## src/rtl/tpg_pkg.sv

```systemverilog
// Shared types and constants for the test-pattern-generator channels.
// Holds the mode map used by the scheduler and its reset value.
package tpg_pkg;

  localparam int TPG_MODE_W = 4;

  typedef enum logic [1:0] {
    S_AUTO     = 2'd0,
    S_MAN_IDLE = 2'd1,
    S_MAN_PEND = 2'd2
  } sched_state_e;

  typedef enum logic [TPG_MODE_W-1:0] {
    GRID    = 4'd0,
    VGRAD   = 4'd1,
    WHITE   = 4'd2,
    CBAR    = 4'd3,
    BLACK   = 4'd4,
    HGRAD   = 4'd5,
    RED     = 4'd6,
    GREEN   = 4'd7,
    BLUE    = 4'd8,
    CHECKER = 4'd9,
    RAMP    = 4'd10,
    CBAR2   = 4'd11
  } tpg_mode_e;

  // b + k*off stays below 4*nm, so three conditional subtracts suffice
  function automatic logic [15:0] tpg_map(
    input logic [TPG_MODE_W-1:0] b,
    input int                    nm,
    input int                    off
  );
    logic [15:0] r;
    logic [7:0]  s;
    r = '0;
    for (int k = 0; k < 4; k++) begin
      s = {4'd0, b} + 8'(k * off);
      for (int j = 0; j < 3; j++) begin
        if (s >= 8'(nm)) s = s - 8'(nm);
      end
      r[k*4 +: 4] = s[3:0];
    end
    return r;
  endfunction

endpackage

```

## src/rtl/tpg_pattern_sched_mode_map.sv

```systemverilog
// Base mode to four channel modes, channel k offset by k*CH_OFFSET.
// Purely combinational; the parent registers the result.
module tpg_mode_map
  import tpg_pkg::*;
#(
  parameter int NUM_MODES = 12,
  parameter int CH_OFFSET = 1
) (
  input  logic [TPG_MODE_W-1:0] base_i,
  output logic [15:0]           ch_mode_o
);

  always_comb begin
    ch_mode_o = tpg_map(base_i, NUM_MODES, CH_OFFSET);
  end

endmodule

```

## src/rtl/tpg_pattern_sched.sv

```systemverilog
// Frame-synchronous mode scheduler for four TPG channels.
// Modes only change on the frame-sync leading edge.
module tpg_pattern_sched
  import tpg_pkg::*;
#(
  parameter int NUM_MODES = 12,
  parameter int CH_OFFSET = 1,
  parameter int VS_POL    = 1,
  parameter int HOLD_W    = 8
) (
  input  logic              I_tpg_clk,
  input  logic              I_tpg_rstn,
  input  logic              I_tpg_vs,
  input  logic              I_auto_en,
  input  logic [HOLD_W-1:0] I_hold_frames,
  input  logic              I_step,
  input  logic              I_man_valid,
  input  logic [3:0]        I_man_mode,
  output logic              O_man_ready,
  output logic [15:0]       O_ch_mode,
  output logic              O_mode_upd,
  output logic              O_err
);

  localparam logic [15:0] RST_MODE =
    tpg_map(4'd0, NUM_MODES, CH_OFFSET);
  localparam logic [3:0] LAST = 4'(NUM_MODES - 1);
  localparam logic VS_LVL = (VS_POL != 0);

  sched_state_e      state_q, state_d;
  logic [3:0]        base_q, base_d;
  logic [HOLD_W-1:0] hold_q, hold_d;
  logic              step_q, step_d;
  logic [3:0]        pend_q, pend_d;
  logic [15:0]       ch_q, ch_d;
  logic              upd_q, upd_d;
  logic              err_q, err_d;
  logic              vs_q;

  logic              vs_act;
  logic              vs_rise;
  logic              hs;
  logic              man_ok;
  logic [HOLD_W-1:0] hold_lim;
  logic [3:0]        base_inc;

  assign vs_act  = (I_tpg_vs == VS_LVL);
  assign vs_rise = vs_act & ~vs_q;
  assign hs      = I_man_valid & O_man_ready;
  assign man_ok  = {1'b0, I_man_mode} < 5'(NUM_MODES);

  assign hold_lim = (I_hold_frames == '0) ? '0
                  : I_hold_frames - HOLD_W'(1);
  assign base_inc = (base_q == LAST) ? 4'd0
                  : base_q + 4'd1;

  always_ff @(posedge I_tpg_clk or negedge I_tpg_rstn) begin
    if (!I_tpg_rstn) state_q <= S_AUTO;
    else             state_q <= state_d;
  end

  always_comb begin
    state_d = state_q;
    unique case (state_q)
      S_AUTO: begin
        if (!I_auto_en) state_d = S_MAN_IDLE;
      end
      S_MAN_IDLE: begin
        if (I_auto_en)        state_d = S_AUTO;
        else if (hs && man_ok) state_d = S_MAN_PEND;
      end
      S_MAN_PEND: begin
        if (I_auto_en)    state_d = S_AUTO;
        else if (vs_rise) state_d = S_MAN_IDLE;
      end
      default: state_d = S_AUTO;
    endcase
  end

  always_comb begin
    O_man_ready = (state_q == S_MAN_IDLE);
    O_ch_mode   = ch_q;
    O_mode_upd  = upd_q;
    O_err       = err_q;
  end

  always_comb begin
    base_d = base_q;
    hold_d = hold_q;
    step_d = step_q;
    pend_d = pend_q;
    unique case (state_q)
      S_AUTO: begin
        step_d = 1'b0;
        if (I_auto_en && vs_rise) begin
          if (hold_q >= hold_lim) begin
            base_d = base_inc;
            hold_d = '0;
          end else begin
            hold_d = hold_q + HOLD_W'(1);
          end
        end
      end
      S_MAN_IDLE: begin
        if (I_auto_en) begin
          hold_d = '0;
          step_d = 1'b0;
          pend_d = '0;
        end else begin
          // a step landing on vs_rise is kept for the next frame
          if (vs_rise && step_q) base_d = base_inc;
          step_d = (step_q & ~vs_rise) | I_step;
          if (hs && man_ok) pend_d = I_man_mode;
        end
      end
      S_MAN_PEND: begin
        if (I_auto_en) begin
          hold_d = '0;
          step_d = 1'b0;
          pend_d = '0;
        end else if (vs_rise) begin
          base_d = pend_q;
          step_d = 1'b0;
        end else begin
          step_d = step_q | I_step;
        end
      end
      default: ;
    endcase
  end

  tpg_mode_map #(
    .NUM_MODES (NUM_MODES),
    .CH_OFFSET (CH_OFFSET)
  ) u_map (
    .base_i    (base_d),
    .ch_mode_o (ch_d)
  );

  assign upd_d = (ch_d != ch_q);
  assign err_d = hs & ~man_ok;

  always_ff @(posedge I_tpg_clk or negedge I_tpg_rstn) begin
    if (!I_tpg_rstn) begin
      base_q <= '0;
      hold_q <= '0;
      step_q <= 1'b0;
      pend_q <= '0;
      ch_q   <= RST_MODE;
      upd_q  <= 1'b0;
      err_q  <= 1'b0;
      vs_q   <= 1'b0;
    end else begin
      base_q <= base_d;
      hold_q <= hold_d;
      step_q <= step_d;
      pend_q <= pend_d;
      ch_q   <= ch_d;
      upd_q  <= upd_d;
      err_q  <= err_d;
      vs_q   <= vs_act;
    end
  end

endmodule

```

## config.mk

```make
export PLATFORM = sky130hd
export DESIGN_NAME = tpg_pattern_sched
export DESIGN_NICKNAME = d
export VERILOG_FILES = /design/src/rtl/tpg_pkg.sv /design/src/rtl/tpg_pattern_sched_mode_map.sv /design/src/rtl/tpg_pattern_sched.sv
export SDC_FILE = /design/constraint.sdc
export NUM_CORES = 1
export LEC_CHECK = 0
export ABC_CLOCK_PERIOD_IN_PS = 7600
export CORE_MARGIN = 1
export CORE_UTILIZATION = 54
export CTS_CLUSTER_DIAMETER = 100
export DETAILED_ROUTE_END_ITERATION = 10
export GPL_ROUTABILITY_DRIVEN = 0
export GPL_TIMING_DRIVEN = 0
export MAX_ROUTING_LAYER = met4
export PLACE_DENSITY = 0.76
export SYNTH_ARGS = -nofsm -noshare
export SYNTH_HDL_FRONTEND = slang
export SYNTH_SLANG_ARGS = --single-unit
```

## constraint.sdc

```tcl
create_clock -name I_tpg_clk -period 7.6 [get_ports I_tpg_clk]
set_clock_uncertainty 0.1 [all_clocks]
set_input_delay 1.52 -clock I_tpg_clk [delete_from_list [all_inputs] [get_ports I_tpg_clk]]
set_output_delay 1.52 -clock I_tpg_clk [all_outputs]
set_load 0.01 [all_outputs]
```

Yosys cells after proc, flatten, opt, wreduce, memory -nomap -nowiden
Index checks and enable logic that the tools add are counted.

storage, ports and cells
  flip-flop bits (word level) = 38
  input port bits = 18
  output and inout port bits = 19

cells by class
  add/sub/neg operators = 18
  $lt $le $gt $ge = 14
  equality and inequality tests = 10
  mux-type cells = 39
  bitwise operators = 9
  reduce and logical (&&, ||, !) cells = 12

operators by type and width
  operator                                                                number
  8-bit 2-to-1 mux                                                        12
  8-bit by 4-bit >= comparator with 1-bit output (second input constant)  11
  4-bit 2-to-1 mux                                                        14
  8-bit by 4-bit subtractor with 8-bit output (second input constant)     7
  16-bit != test                                                          1
  8-bit one-hot mux with 2 select lines                                   1
  4-bit subtractor (second input constant)                                4
  4-bit one-hot mux with 3 select lines                                   1
  4-bit by 2-bit adder with 5-bit output (second input constant)          2
  2-bit 2-to-1 mux                                                        5
  3-bit AND reduction                                                     3
  8-bit by 1-bit adder with 8-bit output (second input constant)          1
  8-bit >= comparator                                                     1
  8-bit zero test                                                         1
  4-bit one-hot mux with 2 select lines                                   1
  8-bit by 1-bit subtractor with 8-bit output (second input constant)     1
  2-bit != test (second input constant)                                   3
  2-bit one-hot mux with 3 select lines                                   1
  4-bit by 1-bit adder with 5-bit output (second input constant)          1
  4-bit by 4-bit subtractor with 5-bit output (second input constant)     1
  4-bit by 1-bit adder with 4-bit output (second input constant)          1
  1-bit AND                                                               4
  4-bit == test (second input constant)                                   1
  4-bit >= comparator (second input constant)                             1
  15 further kinds                                                        23

Logic depth before layout (Yosys ltp)
Gate-level depths: netlist of the first run.

  depth after elaboration = 14
  gate-level depth with buffers = 36

By module
From an unflattened synthesis of the first run, not the netlist that was laid out.

second synthesis, totals
  cell total of the unflattened synthesis = 369
  area total of the unflattened synthesis = 3330.7 um^2

by module, submodules not included
  module             instances  cells an instance  area each (um^2)  seq. area each (um^2)
  tpg_pattern_sched  1          238                2317.2            955.9
  tpg_mode_map       1          131                1013.5            0.0

Worst setup path after synthesis of the first run
OpenSTA, ideal clock, no wires.

  path kind = input-to-reg
  start point = input I_hold_frames[3]
  end point = register upd_q (netlist: O_mode_upd)
  setup time = 135 ps
  data arrival time = 8239 ps
  path slack = -874 ps
  stages on the path = 35
  path buffers = 4
  cells stage by stage = nor4_1 -> nand2_1 -> or3_1 -> and2_1 -> ha_1 -> nand2b_4 -> a2111oi_2 -> o31a_1 -> a311oi_2 -> and2_1 -> buf_6 -> clkinv_8 -> buf_2 -> ha_1 -> clkbuf_1 -> nor2_1 -> a31o_2 -> xnor2_1 -> ha_1 -> clkbuf_1 -> nand2_1 -> o41ai_1 -> a311o_1 -> ha_1 -> nand2_1 -> and3_1 -> a311o_1 -> a221oi_4 -> ha_1 -> a31o_2 -> a221oi_1 -> a22oi_2 -> mux2_2 -> xnor2_1 -> nand4b_1

between the ends
  longest elaborated chain between the ends = 14
  elaborated cells on any way between the ends = 47
  classes of those cells = add/sub: 16; order compare: 13; eq/ne: 1; mux: 16; reduce/logical: 1

ends and longest elaborated chain
  element                                                                                                        line                                              source
  start: declaration                                                                                             tpg_pattern_sched.sv:15                           input logic [HOLD_W-1:0] I_hold_frames,
  8-bit by 1-bit subtractor with 8-bit output or 8-bit zero test (tied branches)                                 tpg_pattern_sched.sv:53, tpg_pattern_sched.sv:52
  8-bit 2-to-1 mux (*)                                                                                           tpg_pattern_sched.sv:52                           assign hold_lim = (I_hold_frames == '0) ? '0
  8-bit >= comparator (*)                                                                                        tpg_pattern_sched.sv:96                           if (hold_q >= hold_lim) begin
  4-bit 2-to-1 mux (*)                                                                                           tpg_pattern_sched.sv:96
  4-bit 2-to-1 mux (*)                                                                                           tpg_pattern_sched.sv:95                           if (I_auto_en && vs_rise) begin
  4-bit one-hot mux with 3 select lines (*)                                                                      tpg_pattern_sched.sv:92                           unique case (state_q)
  via base_d[2]                                                                                                  tpg_pattern_sched.sv:31                           logic [3:0] base_q, base_d;
  4-bit by 2-bit adder with 5-bit output (*)                                                                     tpg_pkg.sv:38                                     s = {4'd0, b} + 8'(k * off);
  8-bit by 4-bit subtractor with 8-bit output or 8-bit by 4-bit >= comparator with 1-bit output (tied branches)  tpg_pkg.sv:40                                     if (s >= 8'(nm)) s = s - 8'(nm);
  8-bit 2-to-1 mux (*)                                                                                           tpg_pkg.sv:40
  8-bit by 4-bit subtractor with 8-bit output or 8-bit by 4-bit >= comparator with 1-bit output (tied branches)  tpg_pkg.sv:40
  8-bit 2-to-1 mux (*)                                                                                           tpg_pkg.sv:40
  8-bit by 4-bit >= comparator with 1-bit output or 4-bit subtractor (tied branches)                             tpg_pkg.sv:40
  4-bit 2-to-1 mux (*)                                                                                           tpg_pkg.sv:40
  via ch_d[15]                                                                                                   tpg_pattern_sched.sv:35                           logic [15:0] ch_q, ch_d;
  16-bit != test (*)                                                                                             tpg_pattern_sched.sv:140                          assign upd_d = (ch_d != ch_q);
  via upd_d                                                                                                      tpg_pattern_sched.sv:36                           logic upd_q, upd_d;
  end signal: assignment                                                                                         tpg_pattern_sched.sv:159                          upd_q <= upd_d;
  end: declaration                                                                                               tpg_pattern_sched.sv:36

The timed path passes the listed nets; every way through them passes the cells marked *.
A chain may end at the register's enable or synchronous reset.

Worst setup path after layout of the first run
  start point = input I_hold_frames[5]
  end point = register upd_q (netlist: O_mode_upd)

Same word-level chain as after synthesis.

==> results of run 1 <==
==> layout by cell type (no fill, tap or decap), types with 9 or more instances in the layout <==
cell type / synthesis / routed
a21oi_1: 22 / 21
buf_4: 5 / 37
xnor2_1: 13 / 9
dfrtp_1: 31 / 31
nor3_1: 14 / 12
inv_1: 31 / 27
o21ai_0: 32 / 30
ha_1: 31 / 22
nor2_1: 40 / 38
nand3_1: 17 / 16
clkdlybuf4s50_1: 0 / 27
nand2_1: 44 / 40
==> worst paths after layout <==
| path | startpoint | end | slack (ns) | cells after the start |
|---|---|---|---|---|
| min in group asynchronous | I_tpg_rstn | base_q[3] | 1.21 | 1 |
| hold / removal | pend_q[0] | pend_q[0] | 0.43 | 2 |
| hold reg to reg | pend_q[0] | pend_q[0] | 0.43 | 2 |
| setup / recovery | I_hold_frames[5] | O_mode_upd | -0.16 | 34 |
| max in group asynchronous | I_tpg_rstn | base_q[2] | 5.71 | 1 |
| setup reg to reg | state_q[0] | O_mode_upd | 1.49 | 26 |
==> metal layers <==
layer | track usage (%) | part of all wire (%) | vias up
met5 | - | 0 | -
met4 | 9.72 | 1.3 | 0
met3 | 3.64 | 4.2 | 14
met2 | 46.0 | 49 | 104
met1 | 36.1 | 46 | 1731
li1 | - | - | 1798
==> worst min-delay path, stage by stage (launching register included) <==
cell	delay, ns
dfrtp_1	0.37
inv_1	0.05
o21ai_0	0.07
==> state kept, by name, summed over array words and instances (netlist names) <==
| signal | cells |
|---|---|
| O_err | 1 |
| pend_q | 4 |
| O_ch_mode | 14 |
| vs_q | 1 |
| base_q | 2 |
| state_q | 2 |
| step_q | 1 |
| hold_q | 8 |
| O_mode_upd | 1 |
==> stage by stage <==
step / utilization, % / area, um2
2_1_floorplan: - / 3810
5_1_grt: 75.1 / 4830
3_3_place_gp: 66.3 / 4260
4_1_cts: 70.9 / 4560
6_report: 75.1 / 4830
3_5_place_dp: 66.2 / 4250
==> what timing repair did <==
| item | CTS | global route |
|---|---|---|
| buffers inserted | 16 | 18 |
| gates cloned | 0 | 1 |
| pin swaps | 15 | 22 |
| gates resized for setup | 40 | 41 |
| hold buffers | 0 | 0 |
| endpoints found under the setup margin | 7 | 7 |
==> final cells by class <==
| cell class | count | share of cell area (%) |
|---|---|---|
| inverters | 33 | 2.83 |
| multi-input cells | 357 | 59.8 |
| clock inverters | 1 | 0.104 |
| clock buffers | 7 | 1.79 |
| plain buffers | 21 | 3.19 |
| well taps | 77 | 2.00 |
| repair buffers | 70 | 12.6 |
| flip-flops and latches | 34 | 17.7 |
==> kinds of logic after synthesis <==
logic type / synth area share (%)
adders and majority gates: 10.6
xor gates and xnor gates: 6.34
buffers and inverters: 7.51
muxes: 2.95
AOI/OAI and AO/OA: 25.0
DFF: 23.4
and+or+nand+nor: 24.2
==> flow_metrics.tcl, run 1 <==
set metrics [dict create \
    cts_sinks 34 \
    critPathTopFamily "compound AO/OA/AOI/OAI gates" \
    crit_top_cell "ha_4" \
    ys_types 80 \
    antenna_found_initial 0 \
    row_count 29 \
    first_pass_iters 8 \
    wl_um 9620 \
    tritoncts "done" \
    die_w_um 84.2 \
    nets 571 \
    cp_slowest_cell "or3_4" \
    grt_max_degree 35 \
    synth_top_area_share_pct 21.3 \
    grt_overflow 0 \
    io_pins 37 \
    async_flop_share_pct 100 \
    synth_area_per_cell_um2 8.11 \
    clk_pin_slew_ns 0.07 \
    setup_tns_ns -0.162 \
    ys_seq_elements 34 \
    ff_latch_area_um2 855 \
    wl_per_cell_um 16.0 \
    yosysSeqAreaShare_pct 23.4 \
    die_h_um 84.2 \
    relSlewSlack_pct 49.4 \
    fillers 483 \
    max_freq_mhz 129 \
    core-area_mm2 0.00642 \
    violations "design-rule violations, negative setup slack" \
    hold_violations 0 \
    path_class "primary input to flip-flop" \
    initial_core_util_pct 56.8 \
    synth_enable_flop_cells 0 \
    drive_above_1_share_pct 26.4 \
    vias 3647 \
    synth.most_common_cell "nand2_1" \
    slowest_delay_ns 0.41 \
    crit_buf_inv 5 \
    rsz0062_at_grt "true" \
    ys_top_cells_by_area "dfrtp_1, ha_1, nand2_1" \
    setup_violations 1 \
    slew_viol_final 0 \
    io_buffers 35 \
    crit_path_end_kind "flip-flop" \
    synthToLayoutAreaGrowth_pct 32.2 \
    hold_class "flip-flop to flip-flop" \
    yosysWarnings 0 \
    status "complete, but fails checks" \
    synth_nets 499 \
    tightest_slew_ns 0.758 \
    drt-initial-drc-count 278 \
    synth_cells 450 \
    hold_ws_ns 0.434 \
    hpwl_um 6560 \
    cts_root_buf "clkbuf_8" \
    crit_path_max_fanout 6 \
    synthFlopType "dfrtp_1" \
    yosysTopAreaCell "dfrtp_1" \
    clkLatencyLatePin_ns 0.28 \
    viasPerCell 6.08 \
    grt_pass1_wl_um 15800 \
    worst_slack_ns -0.162 \
    multi_input_area_mm2 0.00289 \
    h-tree-depth 2 \
    drc 4 \
    numCtsBuffers 5 \
    drv_cap 0 \
    layoutNonFillerInstCount 600 \
    startpoint_type "primary input" \
    place_ws_ns -1.52 \
    antenna-diode-count 0 \
    grt_usage_pct 28.1 \
    min_period_over_period_pct 102 \
    die-area_mm2 0.00709 \
    final_antenna_net_count 0 \
    post-route-min-period_ns 7.76 \
    dp_cells 562 \
    synth_area_mm2 0.00365 \
    synth_commonest_cells "nand2_1, nor2_1, o21ai_0" \
    grt_pass1_vias 3484 \
    clockBufferDepth 2 \
    critPathRequiredTime_ns 7.66 \
    worstPathArrival_ns 7.82 \
]
Power of run 1 is not shown: default switching activity piles up to over one toggle a cycle in this logic, so the estimate is an artifact.
==> run 2, diff against run 1 <==
- TNS_END_PERCENT: default -> 5
==> flow_metrics.tcl, run 2 (synthesis results as in run 1) <==
set metrics [dict create \
    path_class "primary input to flip-flop" \
    grt_usage_pct 28.1 \
    tritoncts "done" \
    first_pass_iters 8 \
    crit_buf_inv 6 \
    cts_sinks 34 \
    die-area_mm2 0.00709 \
    multi_input_area_mm2 0.00287 \
    critPathRequiredTime_ns 7.66 \
    final_antenna_net_count 0 \
    grt_pass1_vias 3484 \
    grt_pass1_wl_um 15800 \
    final_common_cell "nand2_1" \
    status "complete, but fails checks" \
    die_h_um 84.2 \
    critPathTopFamily "compound AO/OA/AOI/OAI gates" \
    drt-initial-drc-count 273 \
    rsz0062_at_grt "true" \
    clkLatencyLatePin_ns 0.28 \
    dp_cells 562 \
    worstPathArrival_ns 7.83 \
    clockBufferDepth 2 \
    die_w_um 84.2 \
    drc 4 \
    initial_core_util_pct 56.8 \
    r2r_slack_ns 1.56 \
    max_freq_mhz 129 \
    startpoint_type "primary input" \
    min_period_over_period_pct 102 \
    viasPerCell 6.12 \
    holdBufCountCts 0 \
    relSlewSlack_pct 48.5 \
    h-tree-depth 2 \
    grt_max_degree 35 \
    startpoint "I_hold_frames[7]" \
    worst_slack_ns -0.165 \
    grt_overflow 0 \
    slew_viol_final 0 \
    slowest_delay_ns 0.47 \
    antenna_found_initial 0 \
    clk_pin_slew_ns 0.08 \
    crit_path_end_kind "flip-flop" \
    setup_violations 1 \
    fin_util_pct 74.0 \
    io_pins 37 \
    numCtsBuffers 5 \
    final_cell_mix "nand2_1, nor2_1, buf_4" \
    largest_reg_flops 14 \
    io_buffers 35 \
    post-route-min-period_ns 7.77 \
    violations "design-rule violations, negative setup slack" \
    min_from "pend_q[0]" \
    hold_class "flip-flop to flip-flop" \
    drv_cap 0 \
    drive_above_1_share_pct 25.3 \
    core-area_mm2 0.00642 \
    ff_latch_area_um2 855 \
    wl_per_cell_um 15.8 \
    antenna-diode-count 0 \
    vias 3640 \
    fillers 492 \
    synthToLayoutAreaGrowth_pct 30.2 \
    wl_um 9420 \
    hold_violations 0 \
    crit_path_max_fanout 10 \
    reg2reg_from "state_q[0]" \
    layoutNonFillerInstCount 595 \
    cts_root_buf "clkbuf_8" \
    row_count 29 \
    tightest_slew_ns 0.773 \
    nets 566 \
    crit_top_cell "ha_4" \
    hpwl_um 6560 \
    cp_slowest_cell "clkdlybuf4s50_1" \
]
## run 2: changes by cell type in the layout (fill, tap and decap cells not counted)
cell             before  now
buf_8                 1    0
clkdlybuf4s15_1       0    1
o32ai_2               1    0
a221oi_4              2    1
dlymetal6s2s_1        1    0
buf_4                37   35
buf_2                 7    8
o32ai_1               1    2
clkdlybuf4s50_1      27   28
a221oi_2              3    4
clkbuf_2              4    3
buf_6                 5    2
## run 2: metrics by stage
step	setup WS, ns	hold WS (ns)	area (um2)	TNS, ns
finish	-0.165	0.434	4750	-0.165
global route	-0.459	0.471	4750	-0.885
CTS	-0.165	0.439	4560	-0.165
detailed placement	-1.52	0.428	4250	-7.27
global placement	-1.41	0.417	4260	-6.44
floorplan	-0.188	0.384	3810	-0.188
## run 2: worst paths after layout
path | to | cells after the start
worst max-delay path | O_mode_upd | 33
worst min-delay path | pend_q[0] | 2
worst max register to register | O_mode_upd | 27
worst min register to register | pend_q[0] | 2
max in group asynchronous | base_q[2] | 1
min in group asynchronous | base_q[3] | 1
## run 2: area by class of cell
type	count	area share (%)
inverters	33	2.87
clock buffers	7	1.82
flip-flops and latches	34	18.0
multi-input cells	357	60.3
repair buffers	65	11.6
plain buffers	21	3.24
well taps	77	2.03
clock inverters	1	0.105
## run 2: metal layers
layer | share of wire (%) | GRT usage (%)
met1 | 46 | 36.1
met2 | 47 | 46.0
met3 | 5.6 | 3.64
met4 | 1.5 | 9.72
met5 | 0 | -
## run 2: repair_timing
action,4_1_cts,5_1_grt
resized for setup,40,32
pin swaps,15,20
buffers inserted,16,14
endpoints found under the setup margin,7,7
## run 2: tightest hold or removal path, cell delays in order, from the launching register on
cell and delay, ns:
dfrtp_1 0.37, inv_1 0.05, o21ai_0 0.07
Power of run 2 is left out for the same reason.
==> RTL edit: new RTL, flow settings as in run 2 <==
Change the parameter `VS_POL` from 1 to 0.
--- a/src/rtl/tpg_pattern_sched.sv
+++ b/src/rtl/tpg_pattern_sched.sv
@@ -5,7 +5,7 @@
 #(
   parameter int NUM_MODES = 12,
   parameter int CH_OFFSET = 1,
-  parameter int VS_POL    = 1,
+  parameter int VS_POL    = 0,
   parameter int HOLD_W    = 8
 ) (
   input  logic              I_tpg_clk,
Check against the original RTL: not equivalent (Yosys sat finds a counterexample within 4 cycles, from zero or initial values and one cycle with I_tpg_rstn low).
==> RTL edit against run 2 <==
The run ends with setup timing left. Utilization grew 6.0 points. Setup slack better by 0.13 ns. Wire length increased by 30%. Via count rose by 18%. Critical path depth rose by 6. Sequential cell count did not move. Final area up 17%. Synthesized area grew 8.4%. Critical endpoint unchanged.
==> RTL edit: results (changes against run 2) <==
global_route:
  grtUsageMet2: 0.540  # +0.0800
  met3_usage: 0.0481  # +0.0117
  grt_pass1_wl_um: 19200  # +21%
finish:
  multi_input_gates: 391  # +9.5%
  multi_input_area_share: 0.592  # -0.0112
  buffers: 116  # +35%
  seq_cells: 34  # unchanged
  nNetsFinal: 640  # +13%
setup_path:
  worst_r2r_path_depth: 25  # -7.4%
  r2r_slack_ns: 1.34  # -0.22 ns
  critPathTopFamily: "buffers and inverters"
  crit_start: "I_hold_frames[1]"
die:
  std_cell_rows: 30  # +3.4%
drt:
  drt-initial-drc-count: 279  # +2.2%
  met1Wirelength_um: 5270  # +23%
  routed_via_density: 6.30  # +3.0%
outcome:
  status: "finished, violations left"
  violations: "setup timing"
logic_synthesis:
  yosysSeqAreaShare: 0.216  # -0.0182
  synth_area_leaders: "dfrtp_1 20%, ha_1 11%, nor2_1 4.2%"
  syn_inst: 483  # +7.3%
  syn-num-nets: 537  # +7.6%
clock_network:
  insertion_delay_ns: 0.31  # +0.03 ns
  cts_resized: 44  # +10%
  cts_setup_buffers: 41  # +25
min_path:
  min_to: "step_q"
sta:
  holdWs_ns: 0.448  # +0.0137 ns
  final_critical_path_setup_slack_ns: -0.0394  # +0.126 ns
  setup_viol: 1  # unchanged
place:
  dp_hpwl_um: 7510  # +14%
## RTL edit: cell count changes in the layout (fill, tap and decap cells not counted), moves of 6 or more
cell,before,now
buf_4,35,67
o21ai_0,30,21
mux2i_1,4,11
nor3_1,12,5
buf_2,8,2
o31ai_1,0,6
## RTL edit: power breakdown
| group | total (mW) | internal (mW) | leakage, nW | switching, mW |
|---|---|---|---|---|
| registers | 0.294 | 0.239 | 0.438 | 0.0557 |
| logic | 1.55 | 0.744 | 1.84 | 0.804 |
| clock network | 0.218 | 0.132 | 0.0683 | 0.0859 |
| total | 2.06 | 1.11 | 2.35 | 0.946 |
## RTL edit: kinds of logic (layout without fill, tap and decap cells)
logic type               count (synthesis)  in the layout  share of synthesized area
AND/OR/NAND/NOR                        183            183                      0.253
multiplexers                            17             17                     0.0452
XOR/XNOR                                23             23                     0.0528
AO/OA/AOI/OAI                          132            132                      0.248
buffers and inverters                   58            162                     0.0715
flip-flops                              34             34                      0.216
adder cells (fa/ha/maj)                 36             36                      0.114
